==> config.mk <==
export PLATFORM = sky130hd
export DESIGN_NAME = serial_out_ctrl_flat
export DESIGN_NICKNAME = d
export VERILOG_FILES = /design/src/rtl/serial_out_ctrl_if.sv /design/src/rtl/serial_out_ctrl.sv /design/src/flat_wrapper.sv
export SDC_FILE = /design/constraint.sdc
export NUM_CORES = 1
export LEC_CHECK = 0
export ABC_AREA = 1
export CORE_MARGIN = 5
export CORE_UTILIZATION = 45
export DETAILED_ROUTE_END_ITERATION = 10
export SYNTH_ARGS = -nofsm -noshare
export SYNTH_HDL_FRONTEND = slang
export SYNTH_SLANG_ARGS = --single-unit
==> constraint.sdc <==
create_clock -name clk -period 2.6 [get_ports clk]
set_input_delay 0.39 -clock clk [delete_from_list [all_inputs] [get_ports clk]]
set_output_delay 0.39 -clock clk [all_outputs]
set_load 0.02 [all_outputs]
==> src/rtl/serial_out_ctrl_if.sv <==
// serial_out_ctrl_if: parallel load handshake and serial line of the transmitter
interface serial_out_ctrl_if;
    logic [7:0] parallel_data_in;
    logic       load;
    logic       ready;
    logic       busy;
    logic       char_sent;
    logic       ser_data_out;
    modport master (output parallel_data_in, load, input ready, busy, char_sent, ser_data_out);
    modport slave  (input parallel_data_in, load, output ready, busy, char_sent, ser_data_out);
endinterface

==> src/rtl/serial_out_ctrl.sv <==
// serial_out_ctrl: 8N1 serial transmitter with a one-byte holding register for gapless frames
module serial_out_ctrl #(
    parameter int CLKS_PER_BIT = 4096
) (
    input  logic              clk,
    input  logic              rst,
    serial_out_ctrl_if.slave  bus
);
    localparam int BW = $clog2(CLKS_PER_BIT);
    localparam logic [BW-1:0] BAUD_MAX = BW'(CLKS_PER_BIT - 1);

    typedef enum logic [1:0] {IDLE, START, DATA, STOP} state_t;

    state_t        r_state;
    logic [7:0]    r_hold;
    logic          r_hold_valid;
    logic [7:0]    r_shift;
    logic [2:0]    r_bit_cnt;
    logic [BW-1:0] r_baud;
    logic          r_ser;
    logic          r_busy;
    logic          r_char_sent;
    logic          w_accept;
    logic          w_bit_end;

    assign w_accept         = bus.load & ~r_hold_valid;
    assign w_bit_end        = r_baud == BAUD_MAX;
    assign bus.ready        = ~r_hold_valid;
    assign bus.busy         = r_busy;
    assign bus.char_sent    = r_char_sent;
    assign bus.ser_data_out = r_ser;

    // Frame FSM; the line level is registered together with the state it belongs to.
    // A load and a hold->shift transfer are mutually exclusive: transfer needs hold full, load needs it empty.
    always_ff @(posedge clk) begin
        if (!rst) begin
            r_state      <= IDLE;
            r_hold       <= '0;
            r_hold_valid <= 1'b0;
            r_shift      <= '0;
            r_bit_cnt    <= '0;
            r_baud       <= '0;
            r_ser        <= 1'b1;
            r_busy       <= 1'b0;
            r_char_sent  <= 1'b0;
        end else begin
            r_char_sent <= 1'b0;
            if (w_accept) begin
                r_hold       <= bus.parallel_data_in;
                r_hold_valid <= 1'b1;
            end
            case (r_state)
                IDLE: begin
                    r_baud <= '0;
                    if (r_hold_valid) begin
                        r_state      <= START;
                        r_shift      <= r_hold;
                        r_hold_valid <= 1'b0;
                        r_ser        <= 1'b0;
                        r_busy       <= 1'b1;
                    end
                end
                START: begin
                    if (w_bit_end) begin
                        r_baud    <= '0;
                        r_bit_cnt <= '0;
                        r_state   <= DATA;
                        r_ser     <= r_shift[0];
                    end else begin
                        r_baud <= r_baud + 1'b1;
                    end
                end
                DATA: begin
                    if (w_bit_end) begin
                        r_baud  <= '0;
                        r_shift <= r_shift >> 1;
                        if (r_bit_cnt == 3'd7) begin
                            r_state <= STOP;
                            r_ser   <= 1'b1;
                        end else begin
                            r_bit_cnt <= r_bit_cnt + 3'd1;
                            r_ser     <= r_shift[1];
                        end
                    end else begin
                        r_baud <= r_baud + 1'b1;
                    end
                end
                STOP: begin
                    if (w_bit_end) begin
                        r_baud      <= '0;
                        r_char_sent <= 1'b1;
                        if (r_hold_valid) begin
                            r_state      <= START;
                            r_shift      <= r_hold;
                            r_hold_valid <= 1'b0;
                            r_ser        <= 1'b0;
                        end else begin
                            r_state <= IDLE;
                            r_busy  <= 1'b0;
                        end
                    end else begin
                        r_baud <= r_baud + 1'b1;
                    end
                end
                default: r_state <= IDLE;
            endcase
        end
    end
endmodule

==> src/flat_wrapper.sv <==
// flat-port wrapper written by rule: the top's interface ports become plain ports
module serial_out_ctrl_flat 
#(
    parameter int CLKS_PER_BIT = 4096
)
  (clk, rst, bus_parallel_data_in, bus_load, bus_ready, bus_busy, bus_char_sent, bus_ser_data_out);
  serial_out_ctrl_if bus_i ();
  input  logic clk;
  input  logic rst;
  input wire logic [$bits(bus_i.parallel_data_in)-1:0] bus_parallel_data_in;
  input wire logic [$bits(bus_i.load)-1:0] bus_load;
  output wire logic [$bits(bus_i.ready)-1:0] bus_ready;
  output wire logic [$bits(bus_i.busy)-1:0] bus_busy;
  output wire logic [$bits(bus_i.char_sent)-1:0] bus_char_sent;
  output wire logic [$bits(bus_i.ser_data_out)-1:0] bus_ser_data_out;
  assign bus_i.parallel_data_in = bus_parallel_data_in;
  assign bus_i.load = bus_load;
  assign bus_ready = bus_i.ready;
  assign bus_busy = bus_i.busy;
  assign bus_char_sent = bus_i.char_sent;
  assign bus_ser_data_out = bus_i.ser_data_out;
  serial_out_ctrl #(.CLKS_PER_BIT(CLKS_PER_BIT)) u_core (.clk(clk), .rst(rst), .bus(bus_i));
endmodule
**After elaboration in Yosys (flattened, before gate mapping)**

Index checks and enable logic that the tools add are counted.

- Output and inout port bits: 4
- Flip-flop bits (word level): 37
- Logic and storage cells: 68
- Input port bits: 11

- Reductions and logical operators: 11
- Add/subtract/negate cells: 2
- Bitwise logic cells: 2
- Eq/ne operators: 12
- Muxes and demuxes: 32

Operators with widths:

| cell | count |
|---|---|
| two-way mux 8 bit | 3 |
| one-hot mux 12 bit (2 select lines) | 1 |
| one-hot mux 8 bit (3 select lines) | 1 |
| two-way mux 1 bit | 13 |
| adder 12 x 1 -> 12 bit (second input constant) | 1 |
| == test 12 bit (second input constant) | 1 |
| two-way mux 12 bit | 1 |
| two-way mux 2 bit | 5 |
| != test 2 x 1 -> 1 bit (second input constant) | 5 |
| two-way mux 3 bit | 3 |
| one-hot mux 2 bit (4 select lines) | 1 |
| AND reduction 4 bit | 2 |
| one-hot mux 3 bit (2 select lines) | 1 |
| AND reduction 3 bit | 2 |
| AND reduction 5 bit | 1 |
| == test 2 bit (second input constant) | 2 |
| != test 2 bit (second input constant) | 2 |
| one-hot mux 1 bit (2 select lines) | 2 |
| one-hot mux 1 bit (4 select lines) | 1 |
| nonzero test 2 bit | 2 |
| adder 3 x 1 -> 3 bit (second input constant) | 1 |
| == test 3 bit (second input constant) | 1 |
| nonzero test 3 bit | 1 |
| OR reduction 3 bit | 1 |
| other kinds (5) | 5 |

**Longest topological paths before layout**

Gate-level depths: netlist of the first run.

- Depth in word-level cells: 6
- Gate-level depth with buffers: 11
- Mapped depth without buffers: 10

**Worst setup path before layout of the first run**

No wires, ideal clock.

- Path kind: register to register
- Start: reg u_core.r_state[0]
- End: reg u_core.r_ser, in the netlist u_core.bus.ser_data_out
- Setup time: 0.133 ns
- Clock period less this slack: 1.517 ns
- Required time: 2.467 ns
- Stages on the path, launching flop included: 9
- Path buffers: 0
- Slack: 1.083 ns
- Arrival time: 1.383 ns
- Cells stage by stage: dfxtp_1 > inv_1 > ha_1 > nor2_1 > inv_1 > o21ai_0 > o21ai_0 > nand2_1 > nand3_1

- Word-level cells in the longest chain between the ends: 3
- Elaborated cells on any way between the ends: 9
- Those cells by class: eq/ne: 6; mux: 1; reduce/logical: 2

RTL lines:

| item | RTL line | source |
|---|---|---|
| start, declared | serial_out_ctrl.sv:14 | `state_t r_state;` |
| start signal, assigned | serial_out_ctrl.sv:37 | `r_state <= IDLE;` |
| start signal, assigned | serial_out_ctrl.sv:56 | `r_state <= START;` |
| start signal, assigned | serial_out_ctrl.sv:67 | `r_state <= DATA;` |
| == test 2 bit / == test 2 x 1 -> 1 bit (equally long branches) | serial_out_ctrl.sv:52 | `case (r_state)` |
| != test 2 x 1 -> 1 bit (no line) | -- |  |
| AND reduction 3 bit (no line) | -- |  |
| end signal, assigned | serial_out_ctrl.sv:68 | `r_ser <= r_shift[0];` |
| end signal, assigned | serial_out_ctrl.sv:82 | `r_ser <= r_shift[1];` |
| end, declared | serial_out_ctrl.sv:20 | `logic r_ser;` |

Parallel ways exist; a longest one is shown, timed or not.
A chain may end at the register's enable or synchronous reset.

**Worst setup path in the final report of the first run**

Same ends and word-level chain as after synthesis.

==> impl_metrics.yaml, run 1 <==
synthesis:
  syn-num-nets: 252
  synth_cell_types: 29
  synth_cells: 234
  synth_ff_type: "dfxtp_1"
  async_flop_share: 0
  yosysWarnings: 0
  synth_edf_count: 0
  ys_seq_area_frac: 0.425
  avgSynthCellArea_um2: 7.45
  ys_ff_latch: 37
  synthesis.area_um2: 1740
critical_path:
  cp_slowest_cell: "dfxtp_1"
  path_buf_inv: 2
  cp_top_family: "compound AO/OA/AOI/OAI gates"
  critical_path.cell_chain: "inv_1 -> ha_1 -> nor2_1 -> inv_1 -> o21ai_0 -> o21ai_0 -> nand2_1 -> nand3_1"
  ff2ff_setup_slack_ns: 0.62
  startpoint_type: "flop"
  worst_setup_path_end_kind: "flop"
  crit_type: "flop to flop"
  max_stage_delay_ns: 0.42
  crit_fanout: 13
  arrival_ns: 2.15
  worst-endpoint-required_ns: 2.78
cts:
  ctsHoldBuffers: 0
  ctsResizeCount: 0
  root_buffer: "clkbuf_8"
  cts.sinks: 37
  clock_latency_ns: 0.29
  post_cts_buffers: 0
  cts_buffers: 5
  clockBufferDepth: 2
  h-tree-depth: 2
  cts.clk_slew.worst_paths_ns: 0.07
  cts_tree: "done"
die:
  dieWidth_um: 72.3
  die_h_um: 72.3
  core_area_um2: 3720
  io_pins: 15
  start_util: 0.469
  num_rows: 22
  die-area_um2: 5220
sta:
  period_needed_ns: 1.98
  max_freq_mhz: 506
  tns_ns: 0
  maxSlewHeadroom: 0.605
  setup_viol: 0
  slew_viol_final: 0
  fin_skew_ns: 0.00469
  rsz0062_at_grt: "false"
  worst_pin_slew_ns: 0.592
  finalHoldViolCount: 0
  finalCritPeriodShare: 0.760
cells_and_area:
  stdcell_area_um2: 2010
  seq_area_um2: 741
  final.fill_count: 383
  final_cell_count_no_fill: 300
  layout_common_cells: "nor2_1, nand2_1, dfxtp_1, inv_1, nand3_1"
  area_growth_pct: 15.2
  nets: 269
  drive_gt1_frac: 0.0754
  multi_input_area_um2: 885
  diodes: 0
  final_common_cell: "nor2_1"
drt:
  wl_met2_um: 1360
  drc: 0
  dr.max_layer_used: "met4"
  wl_met1_um: 1640
  drtIter0Drc: 53
  dr_total_vias: 1446
  antenna_left: 0
  wl_per_cell_um: 10.6
  route.met3.wl_um: 124
  vias_per_cell: 4.82
  first_pass_iters: 4
  drt_wl_total_um: 3190
flow_run:
  drv_cap: 0
pwr:
  powerDensity_nw_per_um2: 860
  leakagePower_nw: 0.793
  ir_drop_mv: 0.340
  power_mw: 1.73
place:
  postPlaceCellArea_um2: 1920
  gp_congestion: 0.792
  place_inst: 292
  portBuffers: 14
  dp_hpwl_um: 2380
min_path:
  hold_class: "flop to flop"
grt:
  grt_pass1_wl_um: 5530
  grt_max_degree: 20
  antenna_found_initial: 0
  gr-total-overflow: 0
  grt_pass1_vias: 1302
  grt.total_usage: 0.134
run_status:
  status: "finished clean"
==> final cells by class <==
cell class / instances / area share
Inverter: 23 / 0.0430
Sequential cell: 37 / 0.369
Clock buffer: 5 / 0.0342
Clock inverter: 3 / 0.0106
Tap cell: 48 / 0.0299
Timing Repair Buffer: 15 / 0.0735
Multi-Input combinational cell: 169 / 0.440
==> logic make-up (layout without fill, tap and decap cells) <==
logic type	after synthesis	count (layout)	share of synthesized area
compound gates	29	29	0.0875
xor+xnor	4	4	0.0201
fa+ha+maj	7	7	0.0502
buf+inv	28	46	0.0681
flops	37	37	0.425
mux	6	6	0.0344
simple gates	123	123	0.315
==> worst paths after layout <==
kind / from / end / depth (start not counted)
worst max-delay path: u_core.r_state[0] / u_core.bus.ser_data_out / 8
worst min-delay path: u_core.r_hold[7] / u_core.r_hold[7] / 2
worst max register to register: u_core.r_state[0] / u_core.bus.ser_data_out / 8
worst min register to register: u_core.r_hold[7] / u_core.r_hold[7] / 2
==> synth_stat cells (2+ instances only) <==
cell type / number / area share
nor2_1: 49 / 0.11
nand2_1: 41 / 0.088
dfxtp_1: 37 / 0.42
inv_1: 21 / 0.045
nand3_1: 15 / 0.043
o21ai_0: 14 / 0.040
a21oi_1: 12 / 0.034
ha_1: 7 / 0.050
mux2i_1: 6 / 0.034
xor2_1: 4 / 0.020
nand2_2: 3 / 0.011
nor3_1: 3 / 0.0086
buf_2: 2 / 0.0057
clkbuf_1: 2 / 0.0043
nand2_4: 2 / 0.013
nand3b_1: 2 / 0.0086
nor3b_1: 2 / 0.0086
==> sequential cells by signal, indices dropped and copies added (netlist names) <==
| register | count |
|---|---|
| u_core.r_baud | 12 |
| u_core.bus.ser_data_out | 1 |
| u_core.r_bit_cnt | 3 |
| u_core.bus.busy | 1 |
| u_core.r_state | 2 |
| u_core.bus.char_sent | 1 |
| u_core.r_shift | 8 |
| u_core.r_hold_valid | 1 |
| u_core.r_hold | 8 |
==> power by group <==
group / internal, mW / switching [mW] / total (mW)
combinational: 0.227 / 0.345 / 0.572
sequential: 0.682 / 0.0719 / 0.754
clock: 0.190 / 0.212 / 0.402
total: 1.10 / 0.629 / 1.73
==> worst register-to-register path: stages, from the launching register on <==
cell and delay (ns):
dfxtp_1 0.42, inv_1 0.09, ha_1 0.41, nor2_1 0.17, inv_1 0.08, o21ai_0 0.38, o21ai_0 0.17, nand2_1 0.08
nand3_1 0.06
==> per-layer routing <==
metal / GRT usage / up-vias
met5: 0 / -
met4: 0.0626 / 0
met3: 0.0374 / 7
met2: 0.214 / 20
met1: 0.167 / 636
li1: - / 783
==> stage by stage <==
stage          utilization  setup WS [ns]  hold slack, ns
6_report             0.541          0.624           0.462
3_5_place_dp         0.516          0.471           0.453
4_1_cts              0.541          0.581           0.464
2_1_floorplan            -           1.08           0.430
5_1_grt              0.541          0.346           0.493
3_3_place_gp         0.516          0.520           0.448
No activity file was read; power rests on OpenSTA's default activity.
==> run 2, diff against run 1 <==
- clock period: 2.6 -> 2 ns (I/O delays scaled with it)
==> impl_metrics.yaml, run 2 (same netlist as run 1, synthesis figures left out) <==
critical_path:
  crit_fanout: 8
  path_common_cell: "nand2_1"
  arrival_ns: 1.91
  cp_slowest_cell: "dfxtp_1"
  max_stage_delay_ns: 0.42
  cp_top_family: "simple AND/OR/NAND/NOR gates"
  startpoint_type: "flop"
  worst_setup_path_end_kind: "flop"
  critical_path.cell_chain: "inv_1 -> ha_1 -> buf_4 -> nand2_1 -> nand2_1 -> nor2_1 -> o21ai_0 -> nand2_1 -> nor2_1"
  worst-endpoint-required_ns: 2.18
  crit_type: "flop to flop"
  path_buf_inv: 2
drt:
  antenna_left: 0
  drtIter0Drc: 47
  wl_per_cell_um: 10.5
  drc: 0
  vias_per_cell: 4.74
  dr_total_vias: 1436
  drt_wl_total_um: 3180
  first_pass_iters: 4
grt:
  grt_pass1_vias: 1322
  grt_max_degree: 20
  antenna_found_initial: 0
  grt.total_usage: 0.132
  gr-total-overflow: 0
  grt_pass1_wl_um: 5620
cts:
  ctsHoldBuffers: 0
  clockBufferDepth: 2
  h-tree-depth: 2
  cts.clk_slew.worst_paths_ns: 0.07
  cts_buffers: 5
  clock_latency_ns: 0.28
  cts.sinks: 37
  ctsResizeCount: 0
  root_buffer: "clkbuf_8"
  post_cts_buffers: 0
  cts_tree: "done"
pwr:
  p_int_mw: 1.60
  pwr-share-clk: 0.272
  pwr-share-comb: 0.317
  power_mw: 2.39
  leakagePower_nw: 0.823
  p_seq_frac: 0.410
  ir_drop_mv: 0.617
  switchingPower_uw: 789
  powerDensity_nw_per_um2: 1160
  swShare: 0.330
min_path:
  hold_class: "flop to flop"
place:
  gp_congestion: 0.849
  portBuffers: 14
  dp_hpwl_um: 2340
  place_inst: 295
cells_and_area:
  largest_register_ffs: 12
  diodes: 0
  reg_top3: "u_core.r_baud x12, u_core.r_hold x8, u_core.r_shift x8"
  final_cell_count_no_fill: 303
  drive_gt1_frac: 0.0824
  layout_common_cells: "nor2_1, nand2_1, dfxtp_1, inv_1, nand3_1"
  nets: 272
  fin_util: 0.554
  area_growth_pct: 18.0
  final_common_cell: "nor2_1"
  top_register: "u_core.r_baud"
sta:
  fin_skew_ns: 0.00460
  max_freq_mhz: 576
  period_needed_ns: 1.73
  finalCritPeriodShare: 0.867
  rsz0062_at_grt: "false"
  finalHoldViolCount: 0
  slew_viol_final: 0
  worst_pin_slew_ns: 0.488
  tns_ns: 0
  maxSlewHeadroom: 0.674
  setup_viol: 0
die:
  io_pins: 15
  die_h_um: 72.3
  start_util: 0.469
  dieWidth_um: 72.3
  num_rows: 22
  die-area_um2: 5220
  core_area_um2: 3720
run_status:
  status: "finished clean"
flow_run:
  drv_cap: 0
run 2: changes by cell type in the layout (fill, tap and decap cells not counted):
| cell | previous run | this run |
|---|---|---|
| clkinv_2 | 1 | 0 |
| clkinvlp_4 | 1 | 0 |
| clkbuf_1 | 0 | 1 |
| clkbuf_8 | 5 | 6 |
| bufinv_16 | 0 | 1 |
| buf_4 | 1 | 4 |
| inv_6 | 1 | 0 |
run 2: power by group through the flow:
stage	Sequential [mW]	Clock, mW	Combinational (mW)
after floorplan	0.996	0	0.575
after global placement	0.995	0	0.768
after detailed placement	0.997	0	0.762
after CTS	0.981	0.675	0.767
after global routing	0.999	0.703	0.890
final	0.982	0.652	0.759
run 2: path summary, 6_finish.rpt:
kind         slack, ns                  end         startpoint  cells past startpoint
max               0.27  u_core.r_bit_cnt[0]  u_core.r_state[0]                      9
min               0.46     u_core.r_hold[7]   u_core.r_hold[7]                      2
max reg2reg       0.27  u_core.r_bit_cnt[0]  u_core.r_state[0]                      9
min reg2reg       0.46     u_core.r_hold[7]   u_core.r_hold[7]                      2
run 2: stage by stage:
| stage | setup WS, ns | instance area [µm²] | hold slack [ns] |
|---|---|---|---|
| 2_1_floorplan | 0.483 | 1740 | 0.430 |
| 3_3_place_gp | 0.288 | 1940 | 0.446 |
| 3_5_place_dp | 0.293 | 1940 | 0.450 |
| 4_1_cts | 0.257 | 2060 | 0.460 |
| 5_1_grt | 0.0465 | 2060 | 0.487 |
| 6_report | 0.265 | 2060 | 0.459 |
run 2: metal layers:
| metal | global-route usage | wire length, µm | up-vias |
|---|---|---|---|
| met5 | 0 | 0 | - |
| met4 | 0.0313 | 31 | 0 |
| met3 | 0.0374 | 156 | 4 |
| met2 | 0.216 | 1350 | 21 |
| met1 | 0.172 | 1650 | 624 |
| li1 | - | - | 787 |
run 2: worst min-delay path: cells and delay by family (launching register included):
| kind | cells | cell delay (ns) |
|---|---|---|
| AOI/OAI and AO/OA | 1 | 0.06 |
| buffers and inverters | 1 | 0.06 |
| DFF | 1 | 0.30 |
run 2: area by class of cell:
class | instances | area [µm²]
inverter | 23 | 86.3
sequential | 37 | 741
clock inverter | 1 | 30.0
clock buffer | 7 | 86.3
multi-input combinational | 169 | 885
timing repair buffer | 18 | 170
tap | 48 | 60.1
fill | 370 | 1660
